$ cat config.mk
export PLATFORM = sky130hd
export DESIGN_NAME = add8_err_meter_flat
export DESIGN_NICKNAME = d
export VERILOG_FILES = /design/src/rtl/add8_err_meter_if.sv /design/src/rtl/add8_err_meter.sv /design/src/flat_wrapper.sv
export SDC_FILE = /design/constraint.sdc
export NUM_CORES = 1
export LEC_CHECK = 0
export ABC_AREA = 1
export CAP_MARGIN = 10
export CORE_UTILIZATION = 30
export DETAILED_ROUTE_END_ITERATION = 10
export GPL_ROUTABILITY_DRIVEN = 0
export PLACE_DENSITY = 0.5
export SKIP_LAST_GASP = 1
export SLEW_MARGIN = 30
export SYNTH_ARGS = -nofsm -noshare
export SYNTH_HDL_FRONTEND = slang
export SYNTH_SLANG_ARGS = --single-unit
export TNS_END_PERCENT = 50
$ cat constraint.sdc
create_clock -name clk -period 7.5 [get_ports clk]
set_clock_uncertainty 0.15 [all_clocks]
set_input_delay 1.5 -clock clk [delete_from_list [all_inputs] [get_ports clk]]
set_output_delay 1.5 -clock clk [all_outputs]
set_load 0.1 [all_outputs]
$ cat src/rtl/add8_err_meter_if.sv
// Operand/result link between the error meter and a combinational add8_* adder.
interface add8_err_meter_if #(
   parameter int unsigned W = 8
);
   logic [W-1:0] dut_a;
   logic [W-1:0] dut_b;
   logic [W:0]   dut_o;

   modport master (output dut_a, output dut_b, input dut_o);
   modport slave  (input dut_a, input dut_b, output dut_o);
endinterface

$ cat src/rtl/add8_err_meter.sv
// Exhaustive sweep of an approximate adder: counts errors, sums |error|,
// tracks worst-case error and captures the first failing operand pair.
module add8_err_meter #(
   parameter int unsigned W = 8
) (
   input  logic              clk,
   input  logic              rst,
   input  logic              start,
   input  logic              abort,
   add8_err_meter_if.master  dut,
   output logic              busy,
   output logic              done,
   output logic [2*W:0]      err_cnt,
   output logic [2*W+8:0]    err_sum,
   output logic [W:0]        wce,
   output logic              ff_valid,
   output logic [W-1:0]      ff_a,
   output logic [W-1:0]      ff_b
);
   localparam int unsigned IW = 2 * W;
   localparam int unsigned CW = 2 * W + 1;
   localparam int unsigned SW = 2 * W + 9;
   localparam int unsigned OW = W + 1;
   localparam int unsigned DW = W + 2;
   localparam logic [IW-1:0] IDX_LAST = '1;

   typedef enum logic [1:0] {IDLE, RUN, DRAIN, DONE} state_t;

   state_t          state_q;
   state_t          state_d;
   logic            launch;
   logic [IW-1:0]   idx;

   logic            cap_valid;
   logic [W-1:0]    cap_a;
   logic [W-1:0]    cap_b;
   logic [OW-1:0]   cap_o;

   logic [OW-1:0]        exact;
   logic signed [DW-1:0] diff;
   logic [DW-1:0]        mag;
   logic [OW-1:0]        err;

   // State register
   always_ff @(posedge clk) begin
      if (rst) state_q <= IDLE;
      else     state_q <= state_d;
   end

   // Next-state logic; abort overrides every other transition
   always_comb begin
      state_d = state_q;
      launch  = 1'b0;
      case (state_q)
         IDLE, DONE: begin
            if (start) begin
               state_d = RUN;
               launch  = !abort;
            end
         end
         RUN:     if (idx == IDX_LAST) state_d = DRAIN;
         DRAIN:   state_d = DONE;
         default: state_d = IDLE;
      endcase
      if (abort) state_d = IDLE;
   end

   assign dut.dut_a = idx[W-1:0];
   assign dut.dut_b = idx[IW-1:W];

   // Error magnitude of the captured vector, 10-bit signed difference
   always_comb begin
      exact = OW'(cap_a) + OW'(cap_b);
      diff  = $signed({1'b0, cap_o}) - $signed({1'b0, exact});
      mag   = diff[DW-1] ? DW'(-diff) : DW'(diff);
      err   = OW'(mag);
   end

   // Index, capture stage, accumulate stage and status flags
   always_ff @(posedge clk) begin
      if (rst) begin
         idx       <= '0;
         busy      <= 1'b0;
         done      <= 1'b0;
         cap_valid <= 1'b0;
         cap_a     <= '0;
         cap_b     <= '0;
         cap_o     <= '0;
         err_cnt   <= '0;
         err_sum   <= '0;
         wce       <= '0;
         ff_valid  <= 1'b0;
         ff_a      <= '0;
         ff_b      <= '0;
      end else begin
         busy      <= (state_d == RUN) || (state_d == DRAIN);
         done      <= (state_q == DRAIN) && !abort;
         cap_valid <= (state_q == RUN) && !abort;
         if (state_q == RUN) begin
            cap_a <= idx[W-1:0];
            cap_b <= idx[IW-1:W];
            cap_o <= dut.dut_o;
         end

         if (abort || launch || state_q == DRAIN) idx <= '0;
         else if (state_q == RUN && idx != IDX_LAST) idx <= idx + IW'(1);

         if (abort || launch) begin
            err_cnt  <= '0;
            err_sum  <= '0;
            wce      <= '0;
            ff_valid <= 1'b0;
            ff_a     <= '0;
            ff_b     <= '0;
         end else if (cap_valid && err != '0) begin
            err_cnt <= err_cnt + CW'(1);
            err_sum <= err_sum + SW'(err);
            if (err > wce) wce <= err;
            if (!ff_valid) begin
               ff_valid <= 1'b1;
               ff_a     <= cap_a;
               ff_b     <= cap_b;
            end
         end
      end
   end
endmodule

$ cat src/flat_wrapper.sv
// flat-port wrapper written by rule: the top's interface ports become plain ports
module add8_err_meter_flat 
#(
   parameter int unsigned W = 8
)
  (clk, rst, start, abort, busy, done, err_cnt, err_sum, wce, ff_valid, ff_a, ff_b, dut_dut_a, dut_dut_b, dut_dut_o);
  add8_err_meter_if #(.W(W)) dut_i ();
  input  logic clk;
  input  logic rst;
  input  logic start;
  input  logic abort;
  output logic busy;
  output logic done;
  output logic [2*W:0] err_cnt;
  output logic [2*W+8:0] err_sum;
  output logic [W:0] wce;
  output logic ff_valid;
  output logic [W-1:0] ff_a;
  output logic [W-1:0] ff_b;
  output wire logic [$bits(dut_i.dut_a)-1:0] dut_dut_a;
  output wire logic [$bits(dut_i.dut_b)-1:0] dut_dut_b;
  input wire logic [$bits(dut_i.dut_o)-1:0] dut_dut_o;
  assign dut_dut_a = dut_i.dut_a;
  assign dut_dut_b = dut_i.dut_b;
  assign dut_i.dut_o = dut_dut_o;
  add8_err_meter #(.W(W)) u_core (.clk(clk), .rst(rst), .start(start), .abort(abort), .dut(dut_i), .busy(busy), .done(done), .err_cnt(err_cnt), .err_sum(err_sum), .wce(wce), .ff_valid(ff_valid), .ff_a(ff_a), .ff_b(ff_b));
endmodule
==> impl_metrics.toml <==
[timing]
worst_pin_slew_ns = 0.996
setup_viol = 0
timing.setup.tns_ns = 0
layout_min_cycle_time_ns = 4.98
max_freq_mhz = 201
relSlewSlack_pct = 33.4
hold_violations = 0
final-max-slew-violation-count = 0
fin_crit_sh_pct = 66.3
rsz0062_at_grt = "no"

[route]
vias = 6201
routed_wl_um = 18300
drc_errors = 0
avgViaCountPerCell = 4.72
drt_first_pass_iters = 4
drt-initial-drc-count = 283
routedWlPerCell_um = 13.9
ant_nets = 0

[floorplan]
ios = 99
dieHeight_um = 150
dieArea_mm2 = 0.0224
initial_core_util_pct = 30.8
fp.dieW_um = 150
core_area_mm2 = 0.0212
std_cell_rows = 53

[cts]
clock_path_buffers = 2
clockRootBuffer = "clkbuf_16"
cts_setup_buffers = 0
cts_max_level = 4
cts.sinks = 114
cts_buffers = 17
cts_tree = "done"
clock_latency_ns = 0.42
clk_pin_slew_ns = 0.06
cts.repair.resized = 0
cts_hold_buf = 0

[critical_path]
setup.worst_path.class = "flop to flop"
r2r_setup_slack_ns = 2.52
worst_setup_path_start_kind = "flop"
cp.arrival_ns = 5.17
reg2regPathDepth = 24
end_kind = "flop"
r2r_start = "u_core.cap_b[0]"
regToRegEndpoint = "u_core.ff_a[0]"
critPathMaxFanout = 61
cp.required_ns = 7.69

[grt]
grt_pass1_wl_um = 29700
grt_overflow = 0
antenna_found_initial = 0
grt_usage_pct = 17.1
grt_pass1_vias = 5982
grt_max_degree = 62

[finish]
final_nets = 1080
finalNonFillerCells = 1313
drive_gt1_share_pct = 5.39
antenna_cells = 0
syn2layout_area_growth_pct = 26.8

[logic_synthesis]
synth_fp_nets = 989
ys_types = 41
yosysWarnings = 0
syn_inst = 934
ys_seq_elements = 114
synth-seq-area-share_pct = 34.9
syn-cell-area_mm2 = 0.00654
synth_area_per_cell_um2 = 7.00

[worst_hold_path]
min_path_cells = 2
hold_path.class = "flop to flop"
min_to = "u_core.ff_a[4]"
hold_start = "u_core.ff_a[4]"

[pwr]
p_leak_nw = 3.16
power.density_mw_per_mm2 = 267
peakVddDrop_v = 0.000139

[outcome]
status = "complete, no violations"

[place]
dp_hpwl_um = 13700
io_buffers = 98
place_inst = 1281

[flow_run]
drv_cap = 0
[worst max-delay path: stages, from the launching register on]
cell and delay, ns:
dfxtp_1 0.35, inv_1 0.06, fa_1 0.52, inv_1 0.05, ha_1 0.17, inv_1 0.05
nand2_1 0.10, fa_1 0.46, inv_1 0.10, nand2_1 0.05, nand2_1 0.06, nand2_1 0.05
nor2_1 0.18, nand3_1 0.09, nor2_1 0.10, nand3_1 0.10, nand3_1 0.08, nand2_1 0.16
nor2_1 0.17, nand3_2 0.09, nand2_4 0.29, clkinv_2 0.75, nand2_4 0.47, nand2_1 0.09
a21oi_1 0.13
[metal layers]
metal | vias up | wire (um) | global-route usage (%)
li1 | 3258 | - | -
met1 | 2787 | 8650 | 22.0
met2 | 143 | 8300 | 27.8
met3 | 13 | 1160 | 4.97
met4 | 0 | 155 | 4.23
met5 | - | 0 | 0
[sequential cells by signal, indices dropped and copies added (netlist names)]
name and count:
u_core.err_sum 25, u_core.err_cnt 17, u_core.idx 16, u_core.cap_o 9
u_core.wce 9, u_core.cap_a 8, u_core.cap_b 8, u_core.ff_a 8
u_core.ff_b 8, u_core.state_q 2, u_core.busy 1, u_core.cap_valid 1
u_core.done 1, u_core.ff_valid 1
[cell usage after synthesis]
cell type / count / area [um2]
o21ai_1: 7 / 35.0
a211oi_1: 3 / 22.5
xor2_1: 18 / 158
buf_6: 5 / 56.3
dfxtp_1: 114 / 2280
nand3_2: 2 / 20.0
or2_2: 3 / 18.8
ha_1: 33 / 413
nor4_1: 7 / 43.8
o21ai_0: 59 / 295
o21bai_1: 1 / 7.51
nand2_1: 196 / 736
nand3b_1: 4 / 30.0
nor3b_2: 2 / 25.0
nand2_4: 2 / 22.5
nor2_2: 2 / 12.5
a22o_1: 1 / 8.76
and3_1: 5 / 31.3
o21ai_2: 1 / 8.76
o31ai_1: 1 / 7.51
clkinv_1: 2 / 7.51
inv_2: 2 / 7.51
or2_0: 1 / 6.26
nand2_2: 2 / 12.5
xnor2_1: 6 / 52.6
a31oi_1: 1 / 6.26
nor2_4: 2 / 22.5
inv_1: 119 / 447
o21a_1: 3 / 22.5
nor3_2: 1 / 10.0
nor3_1: 24 / 120
nor2_1: 84 / 315
buf_2: 5 / 25.0
nor3b_1: 3 / 22.5
nand4_1: 19 / 119
nand3_1: 64 / 320
buf_4: 4 / 30.0
o221ai_1: 2 / 17.5
clkbuf_1: 14 / 52.6
fa_1: 9 / 180
a21oi_1: 101 / 505
[how the worst max path moves through the flow]
stage               startpoint                  to  slack [ns]  cells past startpoint
2_1_floorplan  u_core.cap_b[0]  u_core.err_sum[16]        3.15                     29
3_3_place_gp   u_core.cap_b[0]      u_core.ff_b[5]        2.76                     24
3_5_place_dp   u_core.cap_b[0]      u_core.ff_a[7]        2.68                     24
4_1_cts        u_core.cap_b[0]      u_core.ff_a[7]        2.68                     24
5_1_grt        u_core.cap_b[0]      u_core.ff_b[4]        1.87                     25
6_report       u_core.cap_b[0]      u_core.ff_a[0]        2.52                     24
[cell families after synthesis]
logic type	count (synthesis)	synth area share, %
simple gates	423	28.9
compound gates	180	14.3
buf+inv	151	9.57
flops	114	34.9
fa+ha+maj	42	9.07
xor+xnor	24	3.22
[area by class of cell]
type,instances,area [um2]
clock buffer,23,488
clock inverter,9,104
fill,2307,12900
inverter,123,463
multi-input combinational,669,3630
sequential,114,2280
tap,275,344
timing repair buffer,100,976
[power breakdown]
part,switching [mW],internal [mW]
logic,0.520,0.249
registers,0.0105,0.618
clock network,0.293,0.522
[layout by cell type (no fill, tap or decap), types with 4 or more instances in the layout]
cell             synthesis  layout
nand4_1                 19      19
nand3b_1                 4       4
xor2_1                  18      18
nor2_1                  84      84
clkbuf_8                 0       4
o21ai_0                 59      59
buf_2                    5       4
a21oi_1                101     101
nand3_1                 64      64
nor4_1                   7       7
xnor2_1                  6       6
inv_1                  119     118
ha_1                    33      33
o21ai_1                  7       7
nor3_1                  24      24
fa_1                     9       9
dfxtp_1                114     114
clkinv_2                 0       5
clkbuf_16                0      17
clkdlybuf4s50_1          0      94
nand2_1                196     196
and3_1                   5       5
[metrics by stage]
step | instance area, um2 | utilization, % | power [mW] | hold slack, ns | setup slack, ns
3_3_place_gp | 7710 | 36.3 | 1.41 | 0.297 | 2.76
4_1_cts | 8290 | 39.1 | 2.23 | 0.312 | 2.68
6_report | 8290 | 39.0 | 2.21 | 0.309 | 2.52
5_1_grt | 8290 | 39.0 | 2.39 | 0.333 | 1.87
3_5_place_dp | 7700 | 36.3 | 1.41 | 0.304 | 2.68
2_1_floorplan | 6540 | - | 1.25 | 0.311 | 3.15
(Power assumes the default switching activity.)
